==> config.mk <==
export PLATFORM = sky130hd
export DESIGN_NAME = sram_port_arbiter_flat
export DESIGN_NICKNAME = d
export VERILOG_FILES = /design/src/rtl/sram_port_arbiter_if.sv /design/src/rtl/sram_port_arbiter.sv /design/src/flat_wrapper.sv
export SDC_FILE = /design/constraint.sdc
export NUM_CORES = 1
export LEC_CHECK = 0
export BUFFER_PORTS_ARGS = -buffer_cell sky130_fd_sc_hd__buf_4
export CAP_MARGIN = 0
export CORE_ASPECT_RATIO = 1.5
export CORE_MARGIN = 2
export CORE_UTILIZATION = 35
export CTS_CLUSTER_DIAMETER = 60
export DETAILED_ROUTE_END_ITERATION = 8
export PLACE_DENSITY = 0.7
export SYNTH_ARGS = -nofsm -noshare
export SYNTH_HDL_FRONTEND = slang
export SYNTH_SLANG_ARGS = --single-unit
export TNS_END_PERCENT = 50
==> constraint.sdc <==
create_clock -name clk -period 3.3 [get_ports clk]
set_input_delay 0.165 -clock clk [delete_from_list [all_inputs] [get_ports clk]]
set_output_delay 0.165 -clock clk [all_outputs]
set_load 0.005 [all_outputs]
==> src/rtl/sram_port_arbiter_if.sv <==
// Bundle of the fetch, data and memory-side handshake signals around the SRAM port arbiter.
// slave is the arbiter's view; master is the core/memory environment driving it.
interface sram_port_arbiter_if;
  logic        inst_req;
  logic [31:0] inst_addr;
  logic        inst_addr_ok;
  logic        inst_data_ok;
  logic [31:0] inst_rdata;

  logic        data_req;
  logic        data_wr;
  logic [3:0]  data_wstrb;
  logic [31:0] data_addr;
  logic [31:0] data_wdata;
  logic        data_addr_ok;
  logic        data_data_ok;
  logic [31:0] data_rdata;

  logic        mem_req;
  logic        mem_wr;
  logic [3:0]  mem_wstrb;
  logic [31:0] mem_addr;
  logic [31:0] mem_wdata;
  logic        mem_addr_ok;
  logic        mem_data_ok;
  logic [31:0] mem_rdata;

  logic        stallreq;

  modport slave (
    input  inst_req, inst_addr,
    output inst_addr_ok, inst_data_ok, inst_rdata,
    input  data_req, data_wr, data_wstrb, data_addr, data_wdata,
    output data_addr_ok, data_data_ok, data_rdata,
    output mem_req, mem_wr, mem_wstrb, mem_addr, mem_wdata,
    input  mem_addr_ok, mem_data_ok, mem_rdata,
    output stallreq
  );

  modport master (
    output inst_req, inst_addr,
    input  inst_addr_ok, inst_data_ok, inst_rdata,
    output data_req, data_wr, data_wstrb, data_addr, data_wdata,
    input  data_addr_ok, data_data_ok, data_rdata,
    input  mem_req, mem_wr, mem_wstrb, mem_addr, mem_wdata,
    output mem_addr_ok, mem_data_ok, mem_rdata,
    input  stallreq
  );
endinterface

==> src/rtl/sram_port_arbiter.sv <==
// Serialises fetch and data transactions onto one SRAM-like port, one outstanding at a time.
// Data wins arbitration unless fetch has been passed over STARVE_LIMIT times in a row.
module sram_port_arbiter #(
  parameter int unsigned STARVE_LIMIT = 4
) (
  input  logic              clk,
  input  logic              rst,
  sram_port_arbiter_if.slave bus
);
  typedef enum logic [1:0] {IDLE, REQ, WAIT} state_t;

  localparam logic [3:0] LIMIT = 4'(STARVE_LIMIT);

  state_t      state, state_nxt;
  logic        owner;
  logic [3:0]  cnt;
  logic        l_wr;
  logic [3:0]  l_wstrb;
  logic [31:0] l_addr, l_wdata;
  logic        inst_pend, data_pend;
  logic        grant_d, grant_i;
  logic        i_aok, i_dok, d_aok, d_dok, m_req;

  assign grant_d = (state == IDLE) & bus.data_req & ~(bus.inst_req & (cnt == LIMIT));
  assign grant_i = (state == IDLE) & bus.inst_req & ~grant_d;

  always_ff @(posedge clk or negedge rst) begin
    if (!rst) state <= IDLE;
    else      state <= state_nxt;
  end

  always_comb begin
    state_nxt = state;
    m_req     = 1'b0;
    i_aok     = 1'b0;
    i_dok     = 1'b0;
    d_aok     = 1'b0;
    d_dok     = 1'b0;
    case (state)
      IDLE: if (grant_d | grant_i) state_nxt = REQ;
      REQ: begin
        m_req = 1'b1;
        if (bus.mem_addr_ok) begin
          i_aok     = ~owner;
          d_aok     = owner;
          state_nxt = WAIT;
        end
      end
      WAIT: if (bus.mem_data_ok) begin
        i_dok     = ~owner;
        d_dok     = owner;
        state_nxt = IDLE;
      end
      default: state_nxt = IDLE;
    endcase
  end

  // Fetches go out as reads with zero strobes and zero store data.
  always_ff @(posedge clk or negedge rst) begin
    if (!rst) begin
      owner   <= 1'b0;
      cnt     <= '0;
      l_wr    <= 1'b0;
      l_wstrb <= '0;
      l_addr  <= '0;
      l_wdata <= '0;
    end else if (grant_d) begin
      owner   <= 1'b1;
      l_wr    <= bus.data_wr;
      l_wstrb <= bus.data_wstrb;
      l_addr  <= bus.data_addr;
      l_wdata <= bus.data_wdata;
      if (bus.inst_req && cnt != LIMIT) cnt <= cnt + 4'd1;
    end else if (grant_i) begin
      owner   <= 1'b0;
      cnt     <= '0;
      l_wr    <= 1'b0;
      l_wstrb <= '0;
      l_addr  <= bus.inst_addr;
      l_wdata <= '0;
    end
  end

  always_ff @(posedge clk or negedge rst) begin
    if (!rst) begin
      inst_pend <= 1'b0;
      data_pend <= 1'b0;
    end else begin
      if (i_dok)             inst_pend <= 1'b0;
      else if (bus.inst_req) inst_pend <= 1'b1;
      if (d_dok)             data_pend <= 1'b0;
      else if (bus.data_req) data_pend <= 1'b1;
    end
  end

  assign bus.mem_req      = m_req;
  assign bus.mem_wr       = l_wr;
  assign bus.mem_wstrb    = l_wstrb;
  assign bus.mem_addr     = l_addr;
  assign bus.mem_wdata    = l_wdata;
  assign bus.inst_addr_ok = i_aok;
  assign bus.inst_data_ok = i_dok;
  assign bus.inst_rdata   = i_dok ? bus.mem_rdata : '0;
  assign bus.data_addr_ok = d_aok;
  assign bus.data_data_ok = d_dok;
  assign bus.data_rdata   = d_dok ? bus.mem_rdata : '0;

  // Gated by rst so the stall drops the instant reset is applied, even with a req still high.
  assign bus.stallreq = rst & (((bus.inst_req | inst_pend) & ~i_dok) |
                               ((bus.data_req | data_pend) & ~d_dok));
endmodule

==> src/flat_wrapper.sv <==
// flat-port wrapper written by rule: the top's interface ports become plain ports
module sram_port_arbiter_flat 
#(
  parameter int unsigned STARVE_LIMIT = 4
)
  (clk, rst, bus_inst_req, bus_inst_addr, bus_inst_addr_ok, bus_inst_data_ok, bus_inst_rdata, bus_data_req, bus_data_wr, bus_data_wstrb, bus_data_addr, bus_data_wdata, bus_data_addr_ok, bus_data_data_ok, bus_data_rdata, bus_mem_req, bus_mem_wr, bus_mem_wstrb, bus_mem_addr, bus_mem_wdata, bus_mem_addr_ok, bus_mem_data_ok, bus_mem_rdata, bus_stallreq);
  sram_port_arbiter_if bus_i ();
  input  logic clk;
  input  logic rst;
  input wire logic [$bits(bus_i.inst_req)-1:0] bus_inst_req;
  input wire logic [$bits(bus_i.inst_addr)-1:0] bus_inst_addr;
  output wire logic [$bits(bus_i.inst_addr_ok)-1:0] bus_inst_addr_ok;
  output wire logic [$bits(bus_i.inst_data_ok)-1:0] bus_inst_data_ok;
  output wire logic [$bits(bus_i.inst_rdata)-1:0] bus_inst_rdata;
  input wire logic [$bits(bus_i.data_req)-1:0] bus_data_req;
  input wire logic [$bits(bus_i.data_wr)-1:0] bus_data_wr;
  input wire logic [$bits(bus_i.data_wstrb)-1:0] bus_data_wstrb;
  input wire logic [$bits(bus_i.data_addr)-1:0] bus_data_addr;
  input wire logic [$bits(bus_i.data_wdata)-1:0] bus_data_wdata;
  output wire logic [$bits(bus_i.data_addr_ok)-1:0] bus_data_addr_ok;
  output wire logic [$bits(bus_i.data_data_ok)-1:0] bus_data_data_ok;
  output wire logic [$bits(bus_i.data_rdata)-1:0] bus_data_rdata;
  output wire logic [$bits(bus_i.mem_req)-1:0] bus_mem_req;
  output wire logic [$bits(bus_i.mem_wr)-1:0] bus_mem_wr;
  output wire logic [$bits(bus_i.mem_wstrb)-1:0] bus_mem_wstrb;
  output wire logic [$bits(bus_i.mem_addr)-1:0] bus_mem_addr;
  output wire logic [$bits(bus_i.mem_wdata)-1:0] bus_mem_wdata;
  input wire logic [$bits(bus_i.mem_addr_ok)-1:0] bus_mem_addr_ok;
  input wire logic [$bits(bus_i.mem_data_ok)-1:0] bus_mem_data_ok;
  input wire logic [$bits(bus_i.mem_rdata)-1:0] bus_mem_rdata;
  output wire logic [$bits(bus_i.stallreq)-1:0] bus_stallreq;
  assign bus_i.inst_req = bus_inst_req;
  assign bus_i.inst_addr = bus_inst_addr;
  assign bus_inst_addr_ok = bus_i.inst_addr_ok;
  assign bus_inst_data_ok = bus_i.inst_data_ok;
  assign bus_inst_rdata = bus_i.inst_rdata;
  assign bus_i.data_req = bus_data_req;
  assign bus_i.data_wr = bus_data_wr;
  assign bus_i.data_wstrb = bus_data_wstrb;
  assign bus_i.data_addr = bus_data_addr;
  assign bus_i.data_wdata = bus_data_wdata;
  assign bus_data_addr_ok = bus_i.data_addr_ok;
  assign bus_data_data_ok = bus_i.data_data_ok;
  assign bus_data_rdata = bus_i.data_rdata;
  assign bus_mem_req = bus_i.mem_req;
  assign bus_mem_wr = bus_i.mem_wr;
  assign bus_mem_wstrb = bus_i.mem_wstrb;
  assign bus_mem_addr = bus_i.mem_addr;
  assign bus_mem_wdata = bus_i.mem_wdata;
  assign bus_i.mem_addr_ok = bus_mem_addr_ok;
  assign bus_i.mem_data_ok = bus_mem_data_ok;
  assign bus_i.mem_rdata = bus_mem_rdata;
  assign bus_stallreq = bus_i.stallreq;
  sram_port_arbiter #(.STARVE_LIMIT(STARVE_LIMIT)) u_core (.clk(clk), .rst(rst), .bus(bus_i));
endmodule
==> results.json <==
{
  "outcome": "complete, no violations",
  "rows": 47,
  "clock_sinks": 78,
  "dr.pass1.iters": 5,
  "p_per_area_nw_per_um2": 768,
  "routedWlPerCell_um": 18.2,
  "drive_above_1_share_pct": 49.4,
  "cts_tree": "done",
  "coreArea_um2": 11000,
  "clk_pin_slew_ns": 0.06,
  "post_cts_buffers": 0,
  "clockBufferDepth": 2,
  "met2_usage_pct": 39.6,
  "yosysWarnings": 0,
  "hold_violations": 0,
  "die_h_um": 134,
  "crit_type": "reg -> out",
  "tightest_slew_ns": 0.858,
  "dp_hpwl_um": 10300,
  "ant_nets": 0,
  "syn_area_um2": 3920,
  "grt_max_degree": 43,
  "yosys.area.top_type_share_pct": 49.8,
  "min-delay-path-class": "in -> reg",
  "fin_crit_ns": 2.33,
  "cp-start-kind": "flip-flop",
  "io_pins": 278,
  "synth_seq_cells": 78,
  "ys_types": 39,
  "cts_buffers": 9,
  "yosysTopAreaCell": "dfrtp_1",
  "wl_um": 14000,
  "synthArstFlopShare_pct": 100,
  "cts_hold_buf": 1,
  "drtIter0Drc": 244,
  "fin_ws_ns": 0.968,
  "peakVddDrop_uv": 296,
  "synth_edf_count": 0,
  "vias": 4017,
  "viasPerCell": 5.23,
  "drc": 0,
  "clock_latency_ns": 0.33,
  "start_util_pct": 35.6,
  "syn_nets": 496,
  "cts-htree-levels": 3,
  "fp.dieArea_um2": 12100,
  "power_mw": 4.88,
  "port_buffers": 277,
  "met1_usage_pct": 25.6,
  "final-max-slew-violation-count": 0,
  "yosysSeqAreaShare_pct": 49.8,
  "grt_use_met3_pct": 5.60,
  "nNetsFinal": 755,
  "crit_fanout": 34,
  "power_leakage_nw": 3.46,
  "gr-total-overflow": 0,
  "cap_viol_max_count": 0,
  "antenna_found_initial": 0,
  "max_freq_ghz": 0.429,
  "root_buffer": "clkbuf_16",
  "pre_cts_ws_ns": 1.18,
  "required_ns": 3.13,
  "grt_pass1_vias": 4155,
  "syn-mean-instance-area_um2": 11.0,
  "arrival_ns": 2.17,
  "track_usage_pct": 22.5,
  "gp_congestion": 0.800,
  "busiest_layer": "met2",
  "netlist_top_cells_area": "dfrtp_1, and3_1, and2_1, a22o_1, a221o_1",
  "cts_resized": 0,
  "finalSetupViolCount": 0,
  "grt_first_pass_wirelength_um": 21500,
  "cp-end-kind": "primary output",
  "synthFlopType": "dfrtp_1",
  "rsz0062_at_grt": "false",
  "relSlewSlack_pct": 42.8,
  "fin_worst_skew_ns": 0.00680,
  "area_delta_synth_final_pct": 62.1,
  "fin_crit_sh_pct": 70.7,
  "die_width_um": 90.4,
  "syn_inst": 355,
  "finalSetupTns_ns": 0
}
==> per-stage QoR <==
step / utilization [%] / hold WS, ns / cells / area, µm²
3_5_place_dp: 54.6 / 0.191 / 749 / 6010
6_report: 57.8 / 0.0234 / 768 / 6350
3_3_place_gp: 54.6 / 0.185 / 749 / 6010
5_1_grt: 57.7 / 0.0248 / 766 / 6350
4_1_cts: 57.7 / 0.0159 / 766 / 6350
2_1_floorplan: - / -0.131 / 355 / 3920
==> power by group <==
part	switching, mW	total, mW	internal, mW
Sequential	0.297	1.69	1.39
Combinational	0.895	2.11	1.21
Clock	0.396	1.08	0.688
==> cell usage in the layout (no fill, tap or decap), drive strengths merged, types with 2 or more instances in the layout <==
master | synthesis | layout
buf | 11 | 282
dfrtp | 78 | 78
and3 | 65 | 65
and2 | 65 | 65
a22o | 37 | 37
a221o | 32 | 32
clkbuf | 24 | 10
inv | 6 | 7
nor2 | 7 | 7
nand2 | 5 | 5
o21ai | 3 | 3
diode | 0 | 2
or3 | 2 | 2
o22ai | 2 | 2
nand3 | 2 | 2
ha | 2 | 2
clkinv | 0 | 2
bufinv | 0 | 2
==> critical path, stage by stage (launching register included) <==
cell and delay, ns:
dfrtp_1 0.48, and4b_1 0.87, nor2_1 0.15, o21a_1 0.21, buf_4 0.13
==> cells in the mapped netlist, types with 3 or more instances <==
| master | n |
|---|---|
| buf_2 | 3 |
| and2_1 | 64 |
| a221o_1 | 32 |
| inv_1 | 6 |
| and3_1 | 65 |
| a22o_1 | 37 |
| dfrtp_1 | 78 |
| nor2_1 | 6 |
| clkbuf_1 | 23 |
| nand2_1 | 3 |
| buf_6 | 4 |
==> layer usage <==
metal | wire length (µm) | vias up
met2 | 7270 | 233
met5 | 0 | -
li1 | - | 1823
met1 | 5230 | 1929
met3 | 1030 | 32
met4 | 484 | 0
==> worst paths after layout <==
| path | start | to | slack [ns] | cells past startpoint |
|---|---|---|---|---|
| worst max-delay path | u_core.state[0]$_DFFE_PN0P_ | bus_stallreq | 0.97 | 4 |
| worst min-delay path | bus_mem_addr_ok | u_core.state[0]$_DFFE_PN0P_ | 0.02 | 2 |
| worst max register to register | u_core.state[1]$_DFFE_PN0P_ | u_core.bus.mem_wdata[9]$_DFFE_PN0P_ | 1.15 | 5 |
| worst min register to register | u_core.bus.mem_wstrb[1]$_DFFE_PN0P_ | u_core.bus.mem_wstrb[1]$_DFFE_PN0P_ | 0.50 | 1 |
| max in group asynchronous | rst | u_core.bus.mem_wstrb[2]$_DFFE_PN0P_ | 2.04 | 3 |
| min in group asynchronous | rst | u_core.bus.mem_addr[25]$_DFFE_PN0P_ | 0.36 | 2 |
==> registers in the layout, indices dropped and copies added (netlist names) <==
name and count:
u_core.bus.mem_wstrb 4, u_core.state 2, u_core.inst_pend 1, u_core.bus.mem_addr 32
u_core.data_pend 1, u_core.cnt 4, u_core.bus.mem_wdata 32, u_core.owner 1
u_core.bus.mem_wr 1
==> cell type report <==
cell class	count	area [µm²]
diodes	2	5.00
clock buffers	10	239
clock inverters	6	93.8
fillers	913	4640
inverters	6	22.5
multi-input cells	236	1730
flip-flops and latches	78	1950
well taps	147	184
repair buffers	283	2130
==> logic make-up (layout without fill, tap and decap cells) <==
| kind of cell | after synthesis | count (layout) | synth area share (%) |
|---|---|---|---|
| AND/OR/NAND/NOR | 155 | 155 | 25.5 |
| AO/OA/AOI/OAI | 79 | 79 | 18.0 |
| flip-flops | 78 | 78 | 49.8 |
| buffers and inverters | 41 | 305 | 6.03 |
| adder cells (fa/ha/maj) | 2 | 2 | 0.638 |
| other | 0 | 2 | 0 |
Note: power is estimated with default switching activity, not from simulation.
